==> src/rtl/score_calculator_pkg.sv <==
// -----------------------------------------------------------------------------
// score_pkg
// Shared types, widths and parameter-range helpers for the score calculator.
// No ports; imported by the interface, the BCD adder and the top.
// -----------------------------------------------------------------------------
package score_pkg;

  typedef enum logic [1:0] {
    IDLE = 2'd0,
    PLAY = 2'd1,
    OVER = 2'd2
  } game_state_t;

  typedef logic [3:0] bcd_t;

  localparam int SCORE_W = 7;
  localparam int LIVES_W = 3;

  function automatic bit points_ok(input int p);
    return (p >= 1) && (p <= 9);
  endfunction

  function automatic bit lives_ok(input int l);
    return (l >= 1) && (l <= 7);
  endfunction

  function automatic bit max_score_ok(input int s);
    return (s >= 0) && (s <= 99);
  endfunction

endpackage

==> src/rtl/score_calculator_if.sv <==
// -----------------------------------------------------------------------------
// score_calculator_if
// Groups the game event inputs and the frame-stable score outputs.
//   master : drives game_start/hit/miss/frame_start, reads the outputs
//   slave  : the score calculator itself
// -----------------------------------------------------------------------------
interface score_calculator_if;
  import score_pkg::*;

  logic                game_start;
  logic                hit;
  logic                miss;
  logic                frame_start;
  logic [SCORE_W-1:0]  score;
  bcd_t                digit_tens;
  bcd_t                digit_ones;
  logic [LIVES_W-1:0]  lives_left;
  logic                playing;
  logic                game_over;

  modport master (
    output game_start, hit, miss, frame_start,
    input  score, digit_tens, digit_ones, lives_left, playing, game_over
  );

  modport slave (
    input  game_start, hit, miss, frame_start,
    output score, digit_tens, digit_ones, lives_left, playing, game_over
  );

endinterface

==> src/rtl/score_calculator_bcd2_add_sat.sv <==
// -----------------------------------------------------------------------------
// bcd2_add_sat
// Combinational two-digit BCD add with saturation at a ceiling.
//   i_tens, i_ones         : current BCD value
//   i_addend               : 0..9 added to the ones digit
//   i_max_tens, i_max_ones : ceiling as BCD digits (ceiling <= 99)
//   o_tens, o_ones         : min(value + addend, ceiling) as BCD
// -----------------------------------------------------------------------------
module bcd2_add_sat
  import score_pkg::*;
(
  input  bcd_t       i_tens,
  input  bcd_t       i_ones,
  input  logic [3:0] i_addend,
  input  bcd_t       i_max_tens,
  input  bcd_t       i_max_ones,
  output bcd_t       o_tens,
  output bcd_t       o_ones
);

  logic [4:0] w_ones_sum;
  logic       w_carry;
  bcd_t       w_ones_adj;
  logic [4:0] w_tens_sum;
  logic       w_over;

  assign w_ones_sum = {1'b0, i_ones} + {1'b0, i_addend};
  assign w_carry    = (w_ones_sum >= 5'd10);
  assign w_ones_adj = w_carry ? 4'(w_ones_sum - 5'd10) : w_ones_sum[3:0];
  assign w_tens_sum = {1'b0, i_tens} + {4'b0000, w_carry};

  // Tens may reach 10 here; any tens above the ceiling saturates.
  assign w_over = (w_tens_sum > {1'b0, i_max_tens}) ||
                  ((w_tens_sum == {1'b0, i_max_tens}) && (w_ones_adj > i_max_ones));

  assign o_tens = w_over ? i_max_tens : w_tens_sum[3:0];
  assign o_ones = w_over ? i_max_ones : w_ones_adj;

endmodule

==> src/rtl/score_calculator.sv <==
// -----------------------------------------------------------------------------
// score_calculator
// Game score / lives keeper for the score text overlay. Rising edges of the
// hit/miss/game_start levels drive a small game FSM; the displayed values are
// re-latched only on frame_start so the digits never change mid-frame.
//   clk    : system/pixel clock
//   reset  : synchronous, active-high
//   bus    : score_calculator_if.slave (events in, score/digits/lives/status out)
//
//   state | meaning
//   IDLE  | after reset, waiting for the first start edge
//   PLAY  | game running, hits score and misses cost lives
//   OVER  | lives exhausted, waiting for a start edge
// -----------------------------------------------------------------------------
module score_calculator
  import score_pkg::*;
#(
  parameter int POINTS_PER_HIT = 1,
  parameter int MAX_LIVES      = 3,
  parameter int MAX_SCORE      = 99
) (
  input logic                clk,
  input logic                reset,
  score_calculator_if.slave  bus
);

  if (!points_ok(POINTS_PER_HIT)) begin : g_bad_points
    $fatal(1, "POINTS_PER_HIT out of range 1..9");
  end
  if (!lives_ok(MAX_LIVES)) begin : g_bad_lives
    $fatal(1, "MAX_LIVES out of range 1..7");
  end
  if (!max_score_ok(MAX_SCORE)) begin : g_bad_max
    $fatal(1, "MAX_SCORE above 99");
  end

  localparam bcd_t               MAX_TENS   = bcd_t'(MAX_SCORE / 10);
  localparam bcd_t               MAX_ONES   = bcd_t'(MAX_SCORE % 10);
  localparam logic [LIVES_W-1:0] LIVES_INIT = LIVES_W'(MAX_LIVES);
  localparam logic [3:0]         ADDEND     = 4'(POINTS_PER_HIT);

  game_state_t        r_state;
  logic               r_hist_start;
  logic               r_hist_hit;
  logic               r_hist_miss;
  bcd_t               r_tens;
  bcd_t               r_ones;
  logic [LIVES_W-1:0] r_lives;

  logic [SCORE_W-1:0] r_score;
  bcd_t               r_disp_tens;
  bcd_t               r_disp_ones;
  logic [LIVES_W-1:0] r_disp_lives;
  logic               r_playing;
  logic               r_game_over;

  logic               w_ev_start;
  logic               w_ev_hit;
  logic               w_ev_miss;
  bcd_t               w_add_tens;
  bcd_t               w_add_ones;
  logic [SCORE_W-1:0] w_bin;

  assign w_ev_start = bus.game_start  & ~r_hist_start;
  assign w_ev_hit   = bus.hit         & ~r_hist_hit;
  assign w_ev_miss  = bus.miss        & ~r_hist_miss;

  bcd2_add_sat u_add (
    .i_tens     (r_tens),
    .i_ones     (r_ones),
    .i_addend   (ADDEND),
    .i_max_tens (MAX_TENS),
    .i_max_ones (MAX_ONES),
    .o_tens     (w_add_tens),
    .o_ones     (w_add_ones)
  );

  // tens*10 + ones as tens*8 + tens*2 + ones; at most 99 so 7 bits suffice.
  assign w_bin = {r_tens, 3'b000} + {2'b00, r_tens, 1'b0} + {3'b000, r_ones};

  always_ff @(posedge clk) begin
    if (reset) begin
      r_state      <= IDLE;
      r_hist_start <= 1'b0;
      r_hist_hit   <= 1'b0;
      r_hist_miss  <= 1'b0;
      r_tens       <= '0;
      r_ones       <= '0;
      r_lives      <= LIVES_INIT;
      r_score      <= '0;
      r_disp_tens  <= '0;
      r_disp_ones  <= '0;
      r_disp_lives <= LIVES_INIT;
      r_playing    <= 1'b0;
      r_game_over  <= 1'b0;
    end else begin
      r_hist_start <= bus.game_start;
      r_hist_hit   <= bus.hit;
      r_hist_miss  <= bus.miss;

      // Display takes the working values from before this cycle's events.
      if (bus.frame_start) begin
        r_score      <= w_bin;
        r_disp_tens  <= r_tens;
        r_disp_ones  <= r_ones;
        r_disp_lives <= r_lives;
      end

      // A start edge overrides any hit/miss in the same cycle.
      if (w_ev_start) begin
        r_state     <= PLAY;
        r_tens      <= '0;
        r_ones      <= '0;
        r_lives     <= LIVES_INIT;
        r_playing   <= 1'b1;
        r_game_over <= 1'b0;
      end else if (r_state == PLAY) begin
        // Hit is scored even when a simultaneous miss ends the game.
        if (w_ev_hit) begin
          r_tens <= w_add_tens;
          r_ones <= w_add_ones;
        end
        if (w_ev_miss) begin
          if (r_lives == LIVES_W'(1)) begin
            r_lives     <= '0;
            r_state     <= OVER;
            r_playing   <= 1'b0;
            r_game_over <= 1'b1;
          end else begin
            r_lives <= r_lives - LIVES_W'(1);
          end
        end
      end
    end
  end

  assign bus.score      = r_score;
  assign bus.digit_tens = r_disp_tens;
  assign bus.digit_ones = r_disp_ones;
  assign bus.lives_left = r_disp_lives;
  assign bus.playing    = r_playing;
  assign bus.game_over  = r_game_over;

endmodule

==> src/flat_wrapper.sv <==
// flat-port wrapper written by rule: the top's interface ports become plain ports
module score_calculator_flat import score_pkg::*;
#(
  parameter int POINTS_PER_HIT = 1,
  parameter int MAX_LIVES      = 3,
  parameter int MAX_SCORE      = 99
)
  (clk, reset, bus_game_start, bus_hit, bus_miss, bus_frame_start, bus_score, bus_digit_tens, bus_digit_ones, bus_lives_left, bus_playing, bus_game_over);
  score_calculator_if bus_i ();
  input logic clk;
  input logic reset;
  input wire logic [$bits(bus_i.game_start)-1:0] bus_game_start;
  input wire logic [$bits(bus_i.hit)-1:0] bus_hit;
  input wire logic [$bits(bus_i.miss)-1:0] bus_miss;
  input wire logic [$bits(bus_i.frame_start)-1:0] bus_frame_start;
  output wire logic [$bits(bus_i.score)-1:0] bus_score;
  output wire logic [$bits(bus_i.digit_tens)-1:0] bus_digit_tens;
  output wire logic [$bits(bus_i.digit_ones)-1:0] bus_digit_ones;
  output wire logic [$bits(bus_i.lives_left)-1:0] bus_lives_left;
  output wire logic [$bits(bus_i.playing)-1:0] bus_playing;
  output wire logic [$bits(bus_i.game_over)-1:0] bus_game_over;
  assign bus_i.game_start = bus_game_start;
  assign bus_i.hit = bus_hit;
  assign bus_i.miss = bus_miss;
  assign bus_i.frame_start = bus_frame_start;
  assign bus_score = bus_i.score;
  assign bus_digit_tens = bus_i.digit_tens;
  assign bus_digit_ones = bus_i.digit_ones;
  assign bus_lives_left = bus_i.lives_left;
  assign bus_playing = bus_i.playing;
  assign bus_game_over = bus_i.game_over;
  score_calculator #(.POINTS_PER_HIT(POINTS_PER_HIT), .MAX_LIVES(MAX_LIVES), .MAX_SCORE(MAX_SCORE)) u_core (.clk(clk), .reset(reset), .bus(bus_i));
endmodule
==> config.mk <==
export PLATFORM = sky130hd
export DESIGN_NAME = score_calculator_flat
export DESIGN_NICKNAME = d
export VERILOG_FILES = /design/src/rtl/score_calculator_pkg.sv /design/src/rtl/score_calculator_if.sv /design/src/rtl/score_calculator_bcd2_add_sat.sv /design/src/rtl/score_calculator.sv /design/src/flat_wrapper.sv
export SDC_FILE = /design/constraint.sdc
export NUM_CORES = 1
export LEC_CHECK = 0
export BUFFER_PORTS_ARGS = -buffer_cell sky130_fd_sc_hd__buf_2
export CELL_PAD_IN_SITES_DETAIL_PLACEMENT = 1
export CELL_PAD_IN_SITES_GLOBAL_PLACEMENT = 1
export CORE_ASPECT_RATIO = 1.2
export CORE_MARGIN = 10
export CORE_UTILIZATION = 40
export CTS_BUF_LIST = sky130_fd_sc_hd__clkbuf_8 sky130_fd_sc_hd__clkbuf_16
export DETAILED_ROUTE_END_ITERATION = 8
export HOLD_SLACK_MARGIN = 0.06
export PLACE_DENSITY_LB_ADDON = 0.1
export RECOVER_POWER = 100
export SYNTH_ARGS = -nofsm -noshare
export SYNTH_HDL_FRONTEND = slang
export SYNTH_HIERARCHICAL = 1
export SYNTH_SLANG_ARGS = --single-unit
==> constraint.sdc <==
create_clock -name clk -period 4 [get_ports clk]
set_clock_uncertainty 0.15 [all_clocks]
set_input_delay 0.8 -clock clk [delete_from_list [all_inputs] [get_ports clk]]
set_output_delay 0.8 -clock clk [all_outputs]
set_load 0.01 [all_outputs]
## Word level (Yosys, flattened, before mapping)

Cells that the tools add are included.

- Register bits after elaboration: 35
- Bits in latches: 0
- Memory bits (writable): 0
- ROM bits: 0
- Input bits: 6
- Output and inout bits: 20
- Logic and storage cells: 53
- Memories: 0

- Add/sub/neg operators: 6
- $mul: 0
- Divide/modulo/power cells: 0
- Magnitude comparators: 3
- Equal/unequal tests: 3
- Shifts and indexed selects: 0
- Mux-type cells: 12
- Bitwise operators: 6
- Reductions and logical operators: 10

Operators with widths:

| cell | number |
|---|---|
| $mux W4 | 3 |
| $mux W1 | 8 |
| $add A7 B4 Y7 | 1 |
| $add A7 B5 Y7 | 1 |
| $reduce_and A3 Y1 | 2 |
| $reduce_bool A2 Y1 | 3 |
| $add A4 B1 Y5 | 1 |
| $add A4 B1 Y5 const B | 1 |
| $eq A5 B4 Y1 const B | 1 |
| $ge A5 B4 Y1 const B | 1 |
| $gt A5 B4 Y1 const B | 1 |
| $gt A4 B4 Y1 const B | 1 |
| $reduce_and A2 Y1 | 2 |
| $sub A4 B4 Y4 const B | 1 |
| $and A1 B1 Y1 | 3 |
| $eq A3 B1 Y1 const B | 1 |
| $mux W3 | 1 |
| $not A1 Y1 | 3 |
| $sub A3 B1 Y3 const B | 1 |
| $eq A2 B1 Y1 const B | 1 |
| $reduce_or A2 Y1 | 1 |
| $logic_and A1 B1 Y1 | 1 |
| $logic_or A1 B1 Y1 | 1 |

## Logic depth before layout (Yosys ltp)

- Word-level depth: 7
- Depth in mapped cells: 18
- Depth with buffers taken out: 18

## Modules after synthesis

Netlist, hierarchy kept.

Modules (own cells, without submodules):

| module | times used | cells each | area an instance (um^2) | sequential area each (um^2) |
|---|---|---|---|---|
| score_calculator | 1 | 148 | 1,462.7 | 660.6 |
| bcd2_add_sat | 1 | 67 | 558.0 | 0.0 |

## Worst setup path before layout

Ideal clock, no wire load.

- Path type: flip-flop to flip-flop
- From: register u_core.r_ones[0]
- To: register u_core.r_ones[1]
- Library setup time: 0.114 ns
- Arrival: 3.679 ns
- Required time: 3.736 ns
- Path slack: 0.057 ns
- Stages on the path, launching flop included: 19
- Path buffers: 0
- Period minus slack after synthesis: 3.943 ns
- Path through: dfxtp_1 ha_1 fa_1 xnor2_1 ha_1 a21oi_1 o32ai_2 inv_1 ha_1 ha_1 xor2_1 ha_1 o21ai_0 a21oi_1 o22ai_1 nand2_1 mux2_2 mux2i_1 nor2_1

- Longest elaborated chain between the ends: 7
- Elaborated cells between the ends (all ways): 11
- Classes of those cells: add/sub (3); order compare (3); eq/ne (1); mux (2); reduce/logical (2)

Ends and longest elaborated chain:

| what | RTL line | source |
|---|---|---|
| start: declaration | score_calculator.sv:47 | `bcd_t r_ones;` |
| start signal: assignment | score_calculator.sv:121 | `r_ones <= w_add_ones;` |
| $add A4 B1 Y5 * | score_calculator_bcd2_add_sat.sv:27 | `assign w_ones_sum = {1'b0, i_ones} + {1'b0, i_addend};` |
| parallel branches: the longest is 5 deep, another holds $ge A5 B4 Y1 | n/a |  |
| $mux W4 * | score_calculator_bcd2_add_sat.sv:37 | `assign o_ones = w_over ? i_max_ones : w_ones_adj;` |
| named net u_core.w_add_ones[1] | score_calculator.sv:61 | `bcd_t w_add_ones;` |

Mark *: on every way through the listed nets, which the timed path passes.
A chain may end at the register's enable or synchronous reset.

## Final worst setup path

- From: register u_core.r_ones[0]
- To: register u_core.r_ones[2]

The elaborated chain is that of the path after synthesis.

==> results.md <==
- Status: complete, no violations
- Worst skew pair latency: 280 ps
- Cells after Synth: 215
- Core Rows: 28
- Starting Density: 0.4120
- Antenna violation net count after detailed routing: 0
- Gpl congestion: 0.7381
- Fill cells: 606
- Die area: 8306 sq um
- Synth Flop Type: dfxtp_1
- Ant diodes: 0
- CP arrival: 3840 ps
- Worst slew pin tran: 1072 ps
- Worst vdd ir: 253.4 uV
- CTS tree: yes
- Final worst setup slack: 164.5 ps
- CP Launch Type: flop
- Die H: 97.86 um
- Peak fanout along the critical path: 8
- Syn_area_per_cell: 9.399 sq um
- CTS Hold Buffers Added: 0
- Combinational share of power: 0.169
- MaxCap Viol Count: 0
- RSZ-0062 raised after global routing: yes
- Layout cells sized above 1: 0.1940
- Dpl ws: -189.9 ps
- Internal: 0.5491 mW
- CTS root buffer: clkbuf_8
- Via count: 1622
- Remaining global-route overflow: 0
- H-tree levels: 2
- Fmax: 0.2607 GHz
- Detailed-route vias per instance: 4.945
- Fin util: 0.5082
- DP HPWL: 3643 um
- Gr usage total: 0.1111
- Fin Setup TNS: 0 ps
- Yosys warning total: 6
- Global-route wire length before repair: 7845 um
- Crit path kind: reg2reg
- Die Wd: 84.88 um
- Worst-path clk slew: 70 ps
- Post-synthesis sequential area ratio: 0.3269
- Max Root-Sink Buffers: 2
- Vias in the first global route: 1631
- Max Slew Vio Count: 0
- Synth cell types: 44
- Clock power share: 0.369
- Post-synth ARST share: 0
- Final setup vio count: 0
- Cell Area, Placed: 2310 sq um
- Final WL: 4601 um
- Synth Cell Area: 2021 sq um
- Worst hold path class: reg2reg
- P per Cell Area: 295.3 nW/um^2
- Final nets: 300
- Final worst path period share: 0.9589
- Fin crit period: 3836 ps
- Initial antenna violation count: 0
- Critical Path End Type: flop
- Wire length per cell: 14.03 um
- Hold Fails Final Rpt: 0
- EDFF count, synth: 0
- IO Port Bufs: 25
- Flops & latches, synth: 33
- Largest net degree at the start of global routing: 26
- Finished Cell Area: 2492 sq um
- Initial DRT Pass Iterations: 4
- Initial DRC count: 20
- Area delta synth->final: 23.34%
- IO Count: 26
- WP data required: 4010 ps
- Switch share: 0.2539
- Sequential Power Share: 0.462
- CTS Buf Count: 5
- Clk sinks: 33
- DRC viols: 0
- Sw power: 0.1869 mW
- P_leak: 1.133 nW
- Core Area: 4905 sq um
- Relative slew slack: 0.2856
[flip-flops by register name, summed over array words and instances (netlist names)]
register,flops
u_core/bus.digit_ones,3
u_core/bus.digit_tens,4
u_core/bus.game_over,1
u_core/bus.lives_left,3
u_core/bus.score,7
u_core/r_hist_hit,1
u_core/r_hist_miss,1
u_core/r_hist_start,1
u_core/r_lives,3
u_core/r_ones,4
u_core/r_state,1
u_core/r_tens,4
[stage by stage]
step                hold slack, ps  total power [mW]  cells
detailed placement           305.8            0.4629    319
global route                 346.6            0.7745    328
finish                       318.8            0.7360    328
global placement             295.8            0.4598    319
floorplan                    289.0            0.4293    234
CTS                          323.1            0.7397    327
[power by group through the flow]
| stage | registers (mW) | clock network (mW) | logic [mW] |
|---|---|---|---|
| 6_report | 0.340 | 0.271 | 0.124 |
| 5_1_grt | 0.341 | 0.293 | 0.141 |
| 4_1_cts | 0.340 | 0.282 | 0.118 |
| 3_5_place_dp | 0.347 | 0 | 0.116 |
| 3_3_place_gp | 0.347 | 0 | 0.113 |
| 2_1_floorplan | 0.348 | 0 | 0.0813 |
[critical path: stages, from the launching register on]
cell     delay (ps)
dfxtp_2         340
ha_4            160
fa_2            380
xnor2_2         150
buf_4           150
nand3_2          90
a21oi_2          70
o32ai_2         280
inv_1           110
ha_4            180
ha_4            160
xor2_2          150
ha_1            320
o21ai_1          70
a21oi_1         160
o22ai_2         130
nand2_4         130
mux2_2          350
mux2i_1         130
nor2_1           50
[per-layer routing]
| metal | global-route usage | share of wire | up-vias |
|---|---|---|---|
| met3 | 0.02494 | 0.023 | 6 |
| met5 | 0 | 0 | - |
| met1 | 0.1264 | 0.43 | 773 |
| met4 | 0.03680 | 0.017 | 0 |
| met2 | 0.1978 | 0.53 | 19 |
| li1 | - | - | 824 |
[placed cells by master (no fill, tap or decap), types with 7 or more instances in the layout]
master / Yosys / final
a21oi_1: 10 / 9
buf_4: 2 / 9
clkbuf_1: 2 / 21
clkbuf_8: 0 / 7
conb_1: 2 / 21
dfxtp_1: 33 / 32
ha_1: 24 / 20
inv_1: 22 / 22
mux2i_1: 20 / 19
nor2_1: 27 / 27
[final cells by class]
cell class / instances / area, sq um / share of cell area
Multi-Input combinational cell: 170 / 1401 / 0.5622
Sequential cell: 33 / 661.9 / 0.2656
Timing Repair Buffer: 34 / 166.4 / 0.06677
Clock buffer: 7 / 96.34 / 0.03865
Inverter: 23 / 86.33 / 0.03464
Tap cell: 60 / 75.07 / 0.03012
Clock inverter: 1 / 5.005 / 0.002008
[what timing repair did]
| action | CTS | global route |
|---|---|---|
| resized for setup | 4 | 17 |
| pin swaps | 2 | 10 |
| gates cloned | 0 | 0 |
| endpoints found under the setup margin | 7 | 7 |
| buffers inserted | 0 | 1 |
[cell usage after synthesis (all sizes together), types with 2 or more instances]
cell    count  area [sq um]
nand3       4         20.02
conb        2         7.510
a21oi      12         67.57
a211o       6         56.31
dfxtp      33         660.6
a21o        2         15.01
nand2b      3         18.77
nor2       27         101.4
nand2       6         22.52
nor3b       2         15.01
nor2b       5         31.28
o21ai       4         20.02
fa          3         60.06
clkbuf      2         7.510
mux2        7         78.83
buf         6         35.03
ha         24         300.3
mux2i      20         200.2
inv        23         86.33
xnor2       4         35.03
[kinds of logic after synthesis]
logic type / share of synthesized area
adder cells (fa/ha/maj): 0.1783
AND/OR/NAND/NOR: 0.1424
XOR/XNOR: 0.02167
other: 0.003717
buffers and inverters: 0.06378
flip-flops: 0.3269
multiplexers: 0.1381
AO/OA/AOI/OAI: 0.1251
[final timing paths]
path                                 start                       end  slack, ps  depth (start not counted)
setup / recovery          u_core/r_ones[0]          u_core/r_ones[2]        160                         19
hold / removal    u_core/bus.lives_left[1]  u_core/bus.lives_left[1]        320                          1
setup reg to reg          u_core/r_ones[0]          u_core/r_ones[2]        160                         19
hold reg to reg   u_core/bus.lives_left[1]  u_core/bus.lives_left[1]        320                          1
Power figures use the tool's default switching activity.
